--- src/rtl/uart_frame_packetizer_pkg.sv ---
// Shared types and constants for the UART frame packetizer.
// The frame width is derived from the data width, parity option and stop-bit count.
package uart_pkg;

  typedef enum logic [2:0] {
    IDLE      = 3'd0,
    POP       = 3'd1,
    LOAD      = 3'd2,
    LAUNCH    = 3'd3,
    WAIT_BUSY = 3'd4,
    WAIT_DONE = 3'd5
  } state_e;

  localparam logic START_BIT = 1'b0;
  localparam logic STOP_BIT  = 1'b1;

  function automatic int frame_w(input int data_w, input int parity_en, input int stop_bits);
    return 1 + data_w + parity_en + stop_bits;
  endfunction

endpackage

--- src/rtl/uart_frame_packetizer_if.sv ---
// FIFO-side and transmitter-side handshake bundle of the packetizer.
// The master modport is the packetizer; the slave modport is the FIFO/serializer side.
interface uart_frame_packetizer_if #(
  parameter int DATA_W  = 8,
  parameter int FRAME_W = 10
);
  logic               fifo_empty;
  logic               fifo_rd_en;
  logic [DATA_W-1:0]  fifo_data;
  logic               tx_ready;
  logic               tx_busy;
  logic               tx_enable;
  logic [FRAME_W-1:0] tx_data;

  modport master (
    input  fifo_empty, fifo_data, tx_ready, tx_busy,
    output fifo_rd_en, tx_enable, tx_data
  );

  modport slave (
    output fifo_empty, fifo_data, tx_ready, tx_busy,
    input  fifo_rd_en, tx_enable, tx_data
  );
endinterface

--- src/rtl/uart_frame_builder.sv ---
// Combinational UART framer: start bit, data LSB first, optional parity, stop bits.
module uart_frame_builder
  import uart_pkg::*;
#(
  parameter int DATA_W     = 8,
  parameter int PARITY_EN  = 0,
  parameter int PARITY_ODD = 0,
  parameter int STOP_BITS  = 1,
  localparam int FRAME_W   = frame_w(DATA_W, PARITY_EN, STOP_BITS)
) (
  input  logic [DATA_W-1:0]  data_i,
  output logic [FRAME_W-1:0] frame_o
);

  function automatic logic parity_bit(input logic [DATA_W-1:0] d);
    parity_bit = (^d) ^ (PARITY_ODD != 0);
  endfunction

  // Frame assembly; without parity, bit DATA_W+1 is the first stop bit
  always_comb begin
    frame_o             = {FRAME_W{STOP_BIT}};
    frame_o[0]          = START_BIT;
    frame_o[DATA_W:1]   = data_i;
    if (PARITY_EN != 0) begin
      frame_o[DATA_W+1] = parity_bit(data_i);
    end else begin
      frame_o[DATA_W+1] = STOP_BIT;
    end
  end

endmodule

--- src/rtl/uart_frame_packetizer.sv ---
// Pops one FIFO word, frames it, launches it to the UART serializer and tracks busy.
// Adds an enable gate, a busy-start timeout with sticky error and a sent-frame counter.
module uart_frame_packetizer
  import uart_pkg::*;
#(
  parameter int DATA_W      = 8,
  parameter int PARITY_EN   = 0,
  parameter int PARITY_ODD  = 0,
  parameter int STOP_BITS   = 1,
  parameter int TIMEOUT_CYC = 16,
  parameter int CNT_W       = 16,
  localparam int FRAME_W    = frame_w(DATA_W, PARITY_EN, STOP_BITS)
) (
  input  logic                     clk,
  input  logic                     rst,
  input  logic                     en,
  input  logic                     err_clr,
  output logic                     err_timeout,
  output logic [CNT_W-1:0]         frames_sent,
  uart_frame_packetizer_if.master  bus
);

  localparam int TO_W = $clog2(TIMEOUT_CYC);
  // Compare before incrementing so the flag lands TIMEOUT_CYC cycles after the launch pulse
  localparam logic [TO_W-1:0] TO_LAST = TO_W'(TIMEOUT_CYC - 2);

  state_e             state_q, state_d;
  logic [TO_W-1:0]    to_cnt_q, to_cnt_d;
  logic               rd_en_q, rd_en_d;
  logic               tx_en_q, tx_en_d;
  logic               err_q, err_d;
  logic [FRAME_W-1:0] tx_data_q, tx_data_d;
  logic [FRAME_W-1:0] frame_s;
  logic [CNT_W-1:0]   cnt_q, cnt_d;
  logic               timeout_s;

  uart_frame_builder #(
    .DATA_W     (DATA_W),
    .PARITY_EN  (PARITY_EN),
    .PARITY_ODD (PARITY_ODD),
    .STOP_BITS  (STOP_BITS)
  ) u_builder (
    .data_i  (bus.fifo_data),
    .frame_o (frame_s)
  );

  // Next-state, datapath and strobe decode
  always_comb begin
    state_d   = state_q;
    to_cnt_d  = to_cnt_q;
    tx_data_d = tx_data_q;
    cnt_d     = cnt_q;
    timeout_s = 1'b0;
    case (state_q)
      IDLE: begin
        if (en && !bus.fifo_empty && bus.tx_ready) state_d = POP;
        else                                       state_d = IDLE;
      end
      POP:    state_d = LOAD;
      LOAD: begin
        tx_data_d = frame_s;
        state_d   = LAUNCH;
      end
      LAUNCH: begin
        to_cnt_d = {TO_W{1'b0}};
        state_d  = WAIT_BUSY;
      end
      WAIT_BUSY: begin
        if (bus.tx_busy) begin
          state_d = WAIT_DONE;
        end else if (to_cnt_q == TO_LAST) begin
          timeout_s = 1'b1;
          state_d   = IDLE;
        end else begin
          to_cnt_d = to_cnt_q + TO_W'(1);
        end
      end
      WAIT_DONE: begin
        if (!bus.tx_busy) begin
          cnt_d   = cnt_q + CNT_W'(1);
          state_d = IDLE;
        end else begin
          state_d = WAIT_DONE;
        end
      end
      default: state_d = IDLE;
    endcase
    rd_en_d = (state_d == POP);
    tx_en_d = (state_d == LAUNCH);
    if (timeout_s)    err_d = 1'b1;
    else if (err_clr) err_d = 1'b0;
    else              err_d = err_q;
  end

  // State and output registers
  always_ff @(posedge clk) begin
    if (rst) begin
      state_q   <= IDLE;
      to_cnt_q  <= {TO_W{1'b0}};
      rd_en_q   <= 1'b0;
      tx_en_q   <= 1'b0;
      err_q     <= 1'b0;
      tx_data_q <= {FRAME_W{1'b1}};
      cnt_q     <= {CNT_W{1'b0}};
    end else begin
      state_q   <= state_d;
      to_cnt_q  <= to_cnt_d;
      rd_en_q   <= rd_en_d;
      tx_en_q   <= tx_en_d;
      err_q     <= err_d;
      tx_data_q <= tx_data_d;
      cnt_q     <= cnt_d;
    end
  end

  assign bus.fifo_rd_en = rd_en_q;
  assign bus.tx_enable  = tx_en_q;
  assign bus.tx_data    = tx_data_q;
  assign err_timeout    = err_q;
  assign frames_sent    = cnt_q;

endmodule
--- src/flat_wrapper.sv ---
// flat-port wrapper written by rule: the top's interface ports become plain ports
module uart_frame_packetizer_flat import uart_pkg::*;
#(
  parameter int DATA_W      = 8,
  parameter int PARITY_EN   = 0,
  parameter int PARITY_ODD  = 0,
  parameter int STOP_BITS   = 1,
  parameter int TIMEOUT_CYC = 16,
  parameter int CNT_W       = 16,
  localparam int FRAME_W    = frame_w(DATA_W, PARITY_EN, STOP_BITS)
)
  (clk, rst, en, err_clr, err_timeout, frames_sent, bus_fifo_empty, bus_fifo_data, bus_tx_ready, bus_tx_busy, bus_fifo_rd_en, bus_tx_enable, bus_tx_data);
  uart_frame_packetizer_if #(.DATA_W(DATA_W)) bus_i ();
  input  logic clk;
  input  logic rst;
  input  logic en;
  input  logic err_clr;
  output logic err_timeout;
  output logic [CNT_W-1:0] frames_sent;
  input wire logic [$bits(bus_i.fifo_empty)-1:0] bus_fifo_empty;
  input wire logic [$bits(bus_i.fifo_data)-1:0] bus_fifo_data;
  input wire logic [$bits(bus_i.tx_ready)-1:0] bus_tx_ready;
  input wire logic [$bits(bus_i.tx_busy)-1:0] bus_tx_busy;
  output wire logic [$bits(bus_i.fifo_rd_en)-1:0] bus_fifo_rd_en;
  output wire logic [$bits(bus_i.tx_enable)-1:0] bus_tx_enable;
  output wire logic [$bits(bus_i.tx_data)-1:0] bus_tx_data;
  assign bus_i.fifo_empty = bus_fifo_empty;
  assign bus_i.fifo_data = bus_fifo_data;
  assign bus_i.tx_ready = bus_tx_ready;
  assign bus_i.tx_busy = bus_tx_busy;
  assign bus_fifo_rd_en = bus_i.fifo_rd_en;
  assign bus_tx_enable = bus_i.tx_enable;
  assign bus_tx_data = bus_i.tx_data;
  uart_frame_packetizer #(.DATA_W(DATA_W), .PARITY_EN(PARITY_EN), .PARITY_ODD(PARITY_ODD), .STOP_BITS(STOP_BITS), .TIMEOUT_CYC(TIMEOUT_CYC), .CNT_W(CNT_W)) u_core (.clk(clk), .rst(rst), .en(en), .err_clr(err_clr), .err_timeout(err_timeout), .frames_sent(frames_sent), .bus(bus_i));
endmodule
--- config.mk ---
export PLATFORM = sky130hd
export DESIGN_NAME = uart_frame_packetizer_flat
export DESIGN_NICKNAME = d
export VERILOG_FILES = /design/src/rtl/uart_frame_packetizer_pkg.sv /design/src/rtl/uart_frame_packetizer_if.sv /design/src/rtl/uart_frame_builder.sv /design/src/rtl/uart_frame_packetizer.sv /design/src/flat_wrapper.sv
export SDC_FILE = /design/constraint.sdc
export NUM_CORES = 1
export LEC_CHECK = 0
export CORE_UTILIZATION = 46
export DETAILED_ROUTE_END_ITERATION = 10
export GPL_ROUTABILITY_DRIVEN = 0
export PLACE_DENSITY = 0.76
export SYNTH_ARGS = -nofsm -noshare
export SYNTH_HDL_FRONTEND = slang
export SYNTH_SLANG_ARGS = --single-unit
export TNS_END_PERCENT = 1
--- constraint.sdc ---
create_clock -name clk -period 2 [get_ports clk]
set_input_delay 0.4 -clock clk [delete_from_list [all_inputs] [get_ports clk]]
set_output_delay 0.4 -clock clk [all_outputs]
set_load 0.1 [all_outputs]
==> results of run 1 <==
[cells by family after synthesis]
kind of cell | synth area share (%)
muxes | 2.129
other | 0.2455
xor gates and xnor gates | 6.307
adders and majority gates | 2.457
and+or+nand+nor | 27.03
DFF | 45.86
buffers and inverters | 4.259
AOI/OAI and AO/OA | 11.71
[stage by stage]
step | cell area, sq um | hold WS [ns] | utilization, % | setup slack [ns]
2_1_floorplan | 1550 | 0.4938 | - | 0.05754
3_3_place_gp | 1969 | 0.4601 | 63.47 | -0.04032
3_5_place_dp | 1969 | 0.4751 | 63.47 | -0.09468
4_1_cts | 2038 | 0.4926 | 65.69 | 0.1579
5_1_grt | 2044 | 0.5212 | 65.89 | 0.04728
6_report | 2044 | 0.4844 | 65.89 | 0.1823
[power groups by stage]
| stage | Sequential, W | Combinational [W] | Clock (W) |
|---|---|---|---|
| after floorplan | 0.000863 | 0.0000759 | 0 |
| after global placement | 0.000742 | 0.000264 | 0 |
| after detailed placement | 0.000744 | 0.000267 | 0 |
| after CTS | 0.000728 | 0.000268 | 0.000453 |
| after global routing | 0.000732 | 0.000279 | 0.000490 |
| final | 0.000728 | 0.000267 | 0.000432 |
[synthesized netlist by cell type (all sizes together) (4+ instances only)]
library cell,instances
o21ai,4
xor2,9
buf,6
a211o,8
nand3,8
dfxtp,35
a21oi,9
or4,4
nor2,17
clkbuf,5
and3,4
o31ai,4
nor2b,11
nand4,4
nand2,8
[worst reg2reg max path, delay by kind of cell, from the launching register on]
| family | cells | cell delay (ns) |
|---|---|---|
| flops | 1 | 0.38 |
| mux | 1 | 0.36 |
| simple gates | 3 | 0.97 |
[final cells by class]
class                   instances  area (sq um)  share of cell area (%)
well taps                      44         55.05                   2.693
repair buffers                 51         417.9                   20.44
flip-flops and latches         35         723.2                   35.37
multi-input cells             118         768.2                   37.58
inverters                       3         11.26                  0.5508
clock buffers                   8         68.82                   3.366
[routing by layer]
| metal | up-vias | GRT usage [%] | share of wire [%] |
|---|---|---|---|
| met5 | - | 0 | 0 |
| li1 | 679 | - | - |
| met4 | 0 | 10.96 | 1.6 |
| met2 | 46 | 34.83 | 48 |
| met1 | 629 | 23.78 | 44 |
| met3 | 6 | 7.642 | 5.7 |
[flip-flops by register name (all words and copies together), names as in the netlist]
signal                 flops
u_core.to_cnt_q            4
u_core.bus.tx_data         9
u_core.state_q             3
u_core.frames_sent        16
u_core.bus.tx_enable       1
u_core.err_timeout         1
u_core.bus.fifo_rd_en      1
[placed cells by master, fill, tap and decap left out, types with 2 or more instances in the layout]
| cell | netlist | routed |
|---|---|---|
| sky130_fd_sc_hd__a211o_1 | 8 | 8 |
| sky130_fd_sc_hd__a21oi_1 | 9 | 9 |
| sky130_fd_sc_hd__and3_1 | 4 | 4 |
| sky130_fd_sc_hd__buf_4 | 2 | 37 |
| sky130_fd_sc_hd__clkbuf_4 | 0 | 5 |
| sky130_fd_sc_hd__clkbuf_8 | 0 | 2 |
| sky130_fd_sc_hd__clkdlybuf4s50_1 | 0 | 14 |
| sky130_fd_sc_hd__dfxtp_1 | 35 | 25 |
| sky130_fd_sc_hd__dfxtp_2 | 0 | 6 |
| sky130_fd_sc_hd__dfxtp_4 | 0 | 4 |
| sky130_fd_sc_hd__ha_1 | 3 | 3 |
| sky130_fd_sc_hd__inv_1 | 3 | 3 |
| sky130_fd_sc_hd__mux2_2 | 2 | 2 |
| sky130_fd_sc_hd__nand2_1 | 6 | 6 |
| sky130_fd_sc_hd__nand2b_1 | 3 | 3 |
| sky130_fd_sc_hd__nand3_1 | 8 | 8 |
| sky130_fd_sc_hd__nand4_1 | 4 | 4 |
| sky130_fd_sc_hd__nor2_1 | 17 | 17 |
| sky130_fd_sc_hd__nor2b_1 | 11 | 11 |
| sky130_fd_sc_hd__nor3_1 | 3 | 3 |
| sky130_fd_sc_hd__nor4b_1 | 2 | 2 |
| sky130_fd_sc_hd__o21ai_0 | 4 | 4 |
| sky130_fd_sc_hd__o31ai_1 | 4 | 4 |
| sky130_fd_sc_hd__or3_1 | 2 | 2 |
| sky130_fd_sc_hd__or4_1 | 4 | 4 |
| sky130_fd_sc_hd__xnor2_1 | 2 | 2 |
| sky130_fd_sc_hd__xor2_1 | 9 | 9 |
[worst min path at each step]
| stage | cells past startpoint | slack (ns) | from | to |
|---|---|---|---|---|
| after floorplan | 2 | 0.49 | u_core.to_cnt_q[3] | u_core.to_cnt_q[3] |
| after global placement | 2 | 0.46 | u_core.bus.tx_data[0] | u_core.bus.tx_data[0] |
| after detailed placement | 2 | 0.48 | u_core.bus.tx_data[0] | u_core.bus.tx_data[0] |
| after CTS | 2 | 0.49 | u_core.bus.tx_data[0] | u_core.bus.tx_data[0] |
| after global routing | 2 | 0.52 | u_core.bus.tx_data[0] | u_core.bus.tx_data[0] |
| final | 2 | 0.48 | u_core.bus.tx_data[0] | u_core.bus.tx_data[0] |
==> impl_summary.md, run 1 <==
Routing
The number of nets with antenna violations after detailed routing is 0. The via count is 1360. The total wirelength of the detailed-routed design is 3.349 mm. In the routed design, unresolved DRC markers number 0. The detailed router's first-iteration violation count is ~90.

Dividing the detail-routed wire length by the instance count gives 12.93 um. For this run, the detailed router's first-pass iteration total came to 4. Dividing the detail-routed via count by the number of cells gives ~5.3.

Critical path
The capture point of the critical path is u_core.frames_sent[15]. Among all stages on the critical path, the largest delay is contributed by sky130_fd_sc_hd__dfxtp_4. Broken down by cell family, the worst path's largest delay share belongs to simple AND/OR/NAND/NOR gates. The count of cell instances traversed by the critical path is 4.

The highest cell delay on the worst timing path is between 0.3 and 0.4 ns. The number of buffer and inverter instances along the worst setup path is 0. The critical path data required time is 2.24 ns.

The reg-to-reg startpoint is u_core.frames_sent[4]. The critical path goes through and4_1, nand4_1, nor4_2, mux2_2. The capture point of the worst reg-to-reg path is u_core.frames_sent[15]. In this run the register-to-register setup slack is 0.18 ns. The critical path in this run is classified as flop to flop. The path depth of the worst reg2reg path is 4. Of all nets on the critical path, the largest fanout is 11.

The critical path starts at u_core.frames_sent[4]. The worst setup path is launched from a flop. The type of element capturing the critical path is a flop.

The arrival time at the worst endpoint is 2.06 ns.

Placed design
In this run, placement finished with an instance count of ~250. The count of buffers added on input and output ports is between 40 and 50. The HPWL after detailed placement is roughly 2.4 mm.

Power and ir drop
The net switching share of the total power is 29.80%. The reported leakage power is approximately 0.81 nW. The power per cell area is 698.1 nW/um^2. The final total power is 0.001427 W. Combinational logic burns 18.7% of the power. The share of total power dissipated in sequential elements is 51.0%. The switching component of the power is about 0.00043 W. Across the VDD grid, the largest voltage drop is 0.4317 mV. The clock network power share is between 30 and 40%. The internal power of the cells totals 0.001002 W.

Clock network
The library cell used as clock root buffer is sky130_fd_sc_hd__clkbuf_4. TritonCTS built the clock tree. The number of setup buffers added after CTS is 0.

For this design, the CTS-stage hold fixing added 0 buffers. In this run the number of H-tree levels came out at 2. The total of cells resized after clock tree synthesis is 0. The clock passes through at most 2 buffers. The clock slew at the register clock pins of the worst setup and hold paths is 0.10 ns. TritonCTS created 5 clock buffers. CTS saw 35 sinks. The later pin in the worst-skew pair is clocked with a latency of between 0.3 and 0.4 ns.

Cells and area
Of the cells placed in the final design, the portion with a size suffix greater than 1 is 27.91%. The count of cells in the finished layout, fillers not included, comes to 259. The number of diodes is 0.

After filler insertion, the fill cell instance count of the layout stands at 267. The area growth from synthesis to layout is 33.82%. The final net count is between 200 and 250.

GRT
The global-route wire length before repair is about 5.4 mm. Entering global routing, the biggest net connects 17 pins. The overflow left after global routing is 0.

The number of global-route vias before repair is 1242. The overall global routing resource usage is between 20% and 30%. The number of antenna violations at the first check in global routing is 0.

Floorplanning
The row count is 20. The floorplan die area is 3556 sq um. Measured along the y axis, the die boundary spans 59.63 um.

The starting utilization of the core area is 49.23%. In this run the horizontal extent of the chip is 59.63 um. The number of placed I/O pins is 44. The floorplan step defined a core boundary enclosing 3103 sq um.

STA
The part of the cycle the worst path needs is 90.88%. The final number of setup-violating endpoints is 0. The summed negative setup slack over all endpoints is 0 ns. The setup skew after layout is 0.003538 ns. The final count of pins violating max slew is 0. The top achievable clock speed is 0.5502 GHz. Setup repair after global routing left no endpoint under its margin. The shortest clock period the worst path allows after layout is 1.818 ns.

The transition at the pin with the smallest max-transition slack is 0.4983 ns. The number of hold-slack violations in the final timing report was 0. In this run the tightest slew margin relative to its limit is roughly 66%.

Yosys
The cell type with the largest total area after synthesis is sky130_fd_sc_hd__dfxtp_1. In the synthesized netlist the async set-or-reset flop fraction comes to 0%. The total number of yosys warnings is 0. Summing every instance area after synthesis gives 1528 sq um. In the post-synthesis netlist, the biggest area contributors are sky130_fd_sc_hd__dfxtp_1 46%, sky130_fd_sc_hd__xor2_1 5.2%, sky130_fd_sc_hd__a211o_1 4.6%. Sequential elements use 45.86% of the synthesized area. When the netlist entered floorplanning its net count stood at 185. In this run, synthesis produced a sequential element count of 35.

The proportion of netlist area held by the largest area contributor is 45.86%. The count of unique library cells instantiated by Yosys is 36. After technology mapping, the gate count stands at 167.

The flip-flop cell with the highest count after synthesis is sky130_fd_sc_hd__dfxtp_1. The synthesized area per cell is between 9 and 10 sq um. Counting flops with a built-in enable in the synthesized netlist gives 0.

Run
Max-cap violations in this run came to 0.

Run status
The flow ran to the end, and the final reports show no timing, DRC or antenna violations.

Hold path
The worst hold path belongs to the class flop to flop.
Note: power is estimated with default switching activity, not from simulation.
==> inputs of run 2 (changes only) <==
==> constraint.sdc (replaced) <==
create_clock -name clk -period 2 [get_ports clk]
set_input_delay 0.3 -clock clk [delete_from_list [all_inputs] [get_ports clk]]
set_output_delay 0.3 -clock clk [all_outputs]
set_load 0.1 [all_outputs]
==> impl_summary.md, run 2 (synthesis gave the netlist of run 1 again) <==
Run status
The run finished with clean final reports.

Clock network
The number of sinks handled by clock tree synthesis is 35. Clock-pin slew was measured on the worst setup and hold paths at between 0.1 and 0.15 ns. The buffer count from post-CTS setup fixing is 0. The CTS tree is yes. TritonCTS created 5 clock buffers. The number of hold buffers added after CTS was 0. Counting along the longest clock path gives a buffer depth of 2. The H-tree level count is 2. The clock latency on the worst-skew pair is 0.33 ns. The total of cells resized after clock tree synthesis is 0. The tree is rooted in a sky130_fd_sc_hd__clkbuf_4.

STA
Between clock sinks in the finished design, the worst skew comes to 0.008318 ns. The final count of pins violating max slew was 0. Of the available clock period, the critical path in the final layout requires 91.52%. The number of hold-slack violations in the final timing report was 0.

The top achievable clock speed is 0.5464 GHz. The summed negative setup slack over all endpoints is 0 ns. The shortest clock period the worst path allows after layout is 1.830 ns. Setup violations remaining at the end of the flow were counted as 0. Setup repair after global routing left no endpoint under its margin.

Power and ir drop
In this run, the clock network consumes 32.2% of the power. The net switching share of the total power is 29.10%. The largest voltage drop on the vdd net is around 0.49 mV.

The combinational group share of total power is approximately 18%. The relative contribution of sequential cells to total power is 49.6%. The analysis attributes to cell leakage a power of 0.8199 nW. Dividing total power by cell area gives a power density of 715.6 nW/um^2. The switching component of the power is 0.0004270 W. The cell-internal power is 0.001041 W.

Cells and area
The flip-flop count of the largest register, all copies and words added is 16. The fraction of the core area covered by cells at the end of the flow is about two thirds. 0 antenna diodes ended up in the layout. The most common cell after layout, fill and taps aside is sky130_fd_sc_hd__buf_4. The fraction of final layout cells sized beyond drive strength 1 is roughly 28%.

In the final design database the tool counted 232 nets. The signed area change from the synthesized netlist to the final layout is 34.23%. The footprint of the multi-input gates is between 700 and 800 sq um. The layout has 265 filler cells. The footprint of the flip-flops and latches is 723.2 sq um. Leaving out fill and tap cells, the most frequent cells in the layout are 37 x sky130_fd_sc_hd__buf_4, 25 x sky130_fd_sc_hd__dfxtp_1, 17 x sky130_fd_sc_hd__nor2_1.

Routing
The final layout contains routed wiring with a total length of roughly 3.3 mm. Wire segments on met3 add up to 184 um in the final route. After detailed routing, the met2 layer carries ~1.6 mm of wire. The via count is around 1400.

The final routed DRC violation total is 0. The final routed wire length divided by cell count is 12.58 um. The topmost layer with routed signal wires is met4.

The first TritonRoute pass finished after 4 iterations. The number of nets with antenna violations after detailed routing is 0. The per-cell via count in the routed design is 5.286.

The detailed router put a total of 1.471 mm of wire on met1. In this run, the number of DRC markers left after iteration 0 of detailed routing was 85.

Critical path
The type of element capturing the critical path is a flop. The family with the most delay on the worst path is simple AND/OR/NAND/NOR gates. The category of the critical setup timing path is flop to flop. For the worst setup path, the data arrival time is 2.07 ns. Among all stages on the critical path, the largest delay is contributed by sky130_fd_sc_hd__nor4_1. The highest cell delay on the worst timing path is 0.40 ns. The critical path data required time is 2.23 ns.

Along the worst path, the maximum fanout reaches 11. The number of buffer and inverter instances along the worst setup path is 0. Traced cell by cell, the critical path runs through and4_1, nand4_1, nor4_1, mux2_2. STA classifies the critical path startpoint as a flop.

GRT
The overflow left after global routing is 0. The overall global routing resource usage is approximately a fifth. Entering global routing, the biggest net connects 17 pins. The first global-routing pass estimated 5.333 mm of wire. The number of antenna violations at the first check in global routing is 0.

The number of global-route vias before repair came to 1240.

Floorplanning
The die is 59.63 um wide. For this configuration, the core starts out at a cell density of 49.23%. The floorplan die area is around 3600 sq um. The row count is 20. Pin placement for this block handled 44 I/O pins. The height of the die is 59.63 um. The total area inside the core boundary comes to approximately 3100 sq um.

Placed design
The HPWL after detailed placement is 2.430 mm. In this run the tool buffered the top-level ports with 42 buffer cells.

Run
Across the run, the number of max-cap violations was 0.

Hold path
The worst hold-check path type is flop to flop.
==> run 2: final cells by class <==
| type | instances | area share [%] |
|---|---|---|
| timing repair buffer | 51 | 20.38 |
| clock inverter | 1 | 0.2441 |
| inverter | 3 | 0.5491 |
| clock buffer | 7 | 3.722 |
| multi-input combinational | 118 | 37.16 |
| sequential | 35 | 35.27 |
| tap | 44 | 2.685 |
==> run 2: path summary, 6_finish.rpt <==
kind	from	end	slack, ns	cells past startpoint
max	u_core.frames_sent[4]	u_core.frames_sent[15]	0.17	4
min	u_core.bus.tx_data[0]	u_core.bus.tx_data[0]	0.48	2
max reg2reg	u_core.frames_sent[4]	u_core.frames_sent[15]	0.17	4
min reg2reg	u_core.bus.tx_data[0]	u_core.bus.tx_data[0]	0.48	2
==> run 2: worst reg2reg max path, cell delays in order, from the launching register on <==
cell	delay, ns
sky130_fd_sc_hd__dfxtp_4	0.38
sky130_fd_sc_hd__and4_1	0.25
sky130_fd_sc_hd__nand4_1	0.35
sky130_fd_sc_hd__nor4_1	0.40
sky130_fd_sc_hd__mux2_2	0.37
==> run 2: power by group through the flow <==
stage | Clock (W) | Sequential, W | Combinational, W
global placement | 0 | 0.000742 | 0.000264
detailed placement | 0 | 0.000744 | 0.000268
floorplan | 0 | 0.000863 | 0.0000759
global route | 0.000530 | 0.000732 | 0.000279
CTS | 0.000490 | 0.000728 | 0.000268
finish | 0.000473 | 0.000728 | 0.000267
==> run 2: per-layer routing <==
metal | track usage [%] | vias up
met1 | 23.78 | 639
met2 | 33.07 | 50
li1 | - | 678
met3 | 8.515 | 2
met5 | 0 | -
met4 | 8.970 | 0
==> run 2: stage by stage <==
stage | hold slack [ns] | instance area [sq um] | instances | power, W | worst slack, ns
6_report | 0.4781 | 2051 | 259 | 0.001468 | 0.1697
5_1_grt | 0.5154 | 2051 | 259 | 0.001541 | 0.008000
4_1_cts | 0.4845 | 2051 | 259 | 0.001486 | 0.1874
3_5_place_dp | 0.4697 | 1969 | 251 | 0.001012 | 0.01582
3_3_place_gp | 0.4601 | 1969 | 251 | 0.001006 | 0.06076
2_1_floorplan | 0.4179 | 1550 | 167 | 0.0009392 | 0.05754
==> inputs of run 3 (changes only) <==
CORE_MARGIN = 2   (was default)
==> impl_summary.md, run 3 (synthesis gave the netlist of run 1 again) <==
Clock network
The buffer count from post-CTS setup fixing is 0. In this run the clock root is driven by a sky130_fd_sc_hd__clkbuf_4. The number of buffers inserted during clock tree synthesis is 5.

The number of hold buffers added after CTS is 0. The clock slew at the register clock pins of the worst setup and hold paths is 0.10 ns. In this run the deepest clock path goes through 2 buffers. The total of cells resized after clock tree synthesis is 0. The number of sinks handled by clock tree synthesis is 35. The clock reaches the later pin of the worst-skew pair after 0.33 ns.

The H-tree level count is 2. The CTS tree is yes.

Run
Across the run, the number of max-cap violations was 0.

Critical path
The capture point of the worst reg-to-reg path is u_core.frames_sent[12]. On the worst path, the slowest cell contributes a delay of 0.53 ns. The critical path crosses 4 cells after its start point. The type of element capturing the critical path is a flop. The register-to-register setup slack is roughly 0.26 ns. Grouping stages by cell kind, the critical path spends the most delay in simple AND/OR/NAND/NOR gates. The cell with the largest stage delay on the worst path is sky130_fd_sc_hd__or4_1. The startpoint identified for the worst register-to-register timing path is u_core.state_q[2]. The nature of the critical path startpoint is a flop.

The number of buffer and inverter instances along the worst setup path is 0. The critical path data required time is 2.27 ns. The path depth of the worst reg2reg path is 4. Walking the worst path, the cells encountered are and4bb_1, nand2_2, or4_1, a21oi_1.

The critical path is of the flop to flop type. The arrival time at the worst endpoint is around 2 ns. The highest fanout seen on the critical path is 11.

Routing
The first-pass detailed-route iteration total is 4. After detailed routing, the number of remaining DRC violations is 0. The detailed router's first-iteration violation count is 63. After detailed routing, the total wire length is 3.261 mm.

The per-cell via count in the routed design is 5.143. The count of nets left with antenna violations once routing finished came out at 0. The final routed wire length divided by cell count is about 13 um. The routed layout has between 1000 and 1500 vias.

Run status
The run finished with clean final reports.

STA
The top achievable clock speed is 0.5748 GHz. The final number of setup-violating endpoints is 0. The final count of pins violating max slew is 0. The summed negative setup slack over all endpoints is 0 ns. On the final layout, the worst clock skew is around 0.0037 ns. The tightest hold margin is 0.4861 ns. The part of the cycle the worst path needs is 86.99%.

Setup repair after global routing left no endpoint under its margin. The number of hold-slack violations in the final timing report is 0. After layout, the minimum clock period comes to 1.740 ns.

Floorplanning
The number of placed I/O pins is 44. Once the floorplan was initialized, standard cells occupied a little under 50% of the core. The chip width is 61.63 um. The core area is roughly 3100 sq um. The die covers 3798 sq um.

In this run the core area contains 20 standard-cell rows. The floorplan step set the die height to 61.63 um.

Placed design
The count of buffers inserted at the top-level ports is 42. The post-DP HPWL is 2.408 mm. The post-placement cell area is just under 2000 sq um.

Cells and area
Leaving out fill and tap cells, the most frequent cell in the layout is sky130_fd_sc_hd__buf_4. The top cell types in the final layout, fill and taps aside, are 37 x sky130_fd_sc_hd__buf_4, 25 x sky130_fd_sc_hd__dfxtp_1, 17 x sky130_fd_sc_hd__nor2_1. The number of inserted filler cells in the final layout is 279. The cell area after layout is between 2000 and 2500 sq um. The flip-flop count of the largest register, all copies and words added is 16. In the final layout, flip-flops and latches occupy slightly above 700 sq um. The footprint of the multi-input gates is 762.0 sq um. The repair_antennas step left the layout with diodes totalling 0.

The fraction of final layout cells sized beyond drive strength 1 is 26.51%. The area growth from synthesis to layout is 32.11%. The fraction of the core area covered by cells at the end of the flow is 65.04%. For this run, the post-layout net count is about 230.

Power and ir drop
IR analysis of the VDD net gives a maximum drop of 0.3763 mV. Summed over all cells, the static leakage comes to 0.7995 nW. The power per cell area is 666.7 nW/um^2. Power comes to 0.001346 W.

Hold path
In this run the worst hold path is classified as flop to flop. The hold path endpoint is u_core.bus.tx_data[0]. The beginning of the worst hold path is u_core.bus.tx_data[0].

The worst hold path passes through 2 cells.

GRT
The number of antenna violations at the first check in global routing is 0. The overall global routing resource usage is 19.83%. Entering global routing, the biggest net connects 17 pins. The first global-routing pass estimated 5.540 mm of wire.

The number of global-route vias before repair is 1291. The overflow left after global routing is 0.
-- run 3: report_power, final --
group / internal [W] / total (W) / switching, W
clock: 0.000130 / 0.000352 / 0.000222
combinational: 0.0000824 / 0.000266 / 0.000184
sequential: 0.000712 / 0.000728 / 0.0000156
total: 0.000925 / 0.00135 / 0.000421
-- run 3: worst register-to-register path: cells and delay by family, from the launching register on --
kind | cells | cell delay (ns)
AOI/OAI and AO/OA | 1 | 0.16
DFF | 1 | 0.51
and+or+nand+nor | 3 | 1.00
-- run 3: how the worst max path moves through the flow --
stage / from / endpoint / slack [ns]
floorplan: u_core.frames_sent[10] / u_core.frames_sent[15] / 0.06
global placement: bus_tx_busy / u_core.frames_sent[15] / 0.08
detailed placement: bus_tx_busy / u_core.frames_sent[15] / 0.002
CTS: u_core.frames_sent[4] / u_core.frames_sent[15] / 0.15
global route: u_core.state_q[2] / u_core.frames_sent[15] / 0.17
finish: u_core.state_q[2] / u_core.frames_sent[12] / 0.26
-- run 3: final cells by class --
cell class              count  share of cell area [%]
clock inverters             2                  0.3720
repair buffers             51                   20.71
flip-flops and latches     35                   35.83
well taps                  44                   2.728
multi-input cells         118                   37.76
clock buffers               6                   2.046
inverters                   3                  0.5580
-- run 3: metal layers --
metal / track usage [%] / wire (um) / vias up
met5: 0 / 0 / -
met4: 9.119 / 59 / 0
met3: 7.773 / 195 / 7
met2: 31.13 / 1507 / 44
met1: 23.87 / 1499 / 602
li1: - / - / 679
-- run 3: per-stage QoR --
stage,std cells,setup slack (ns)
floorplan,167,0.05754
global placement,250,0.08450
detailed placement,250,0.001909
CTS,258,0.1502
global route,259,0.1727
finish,259,0.2602
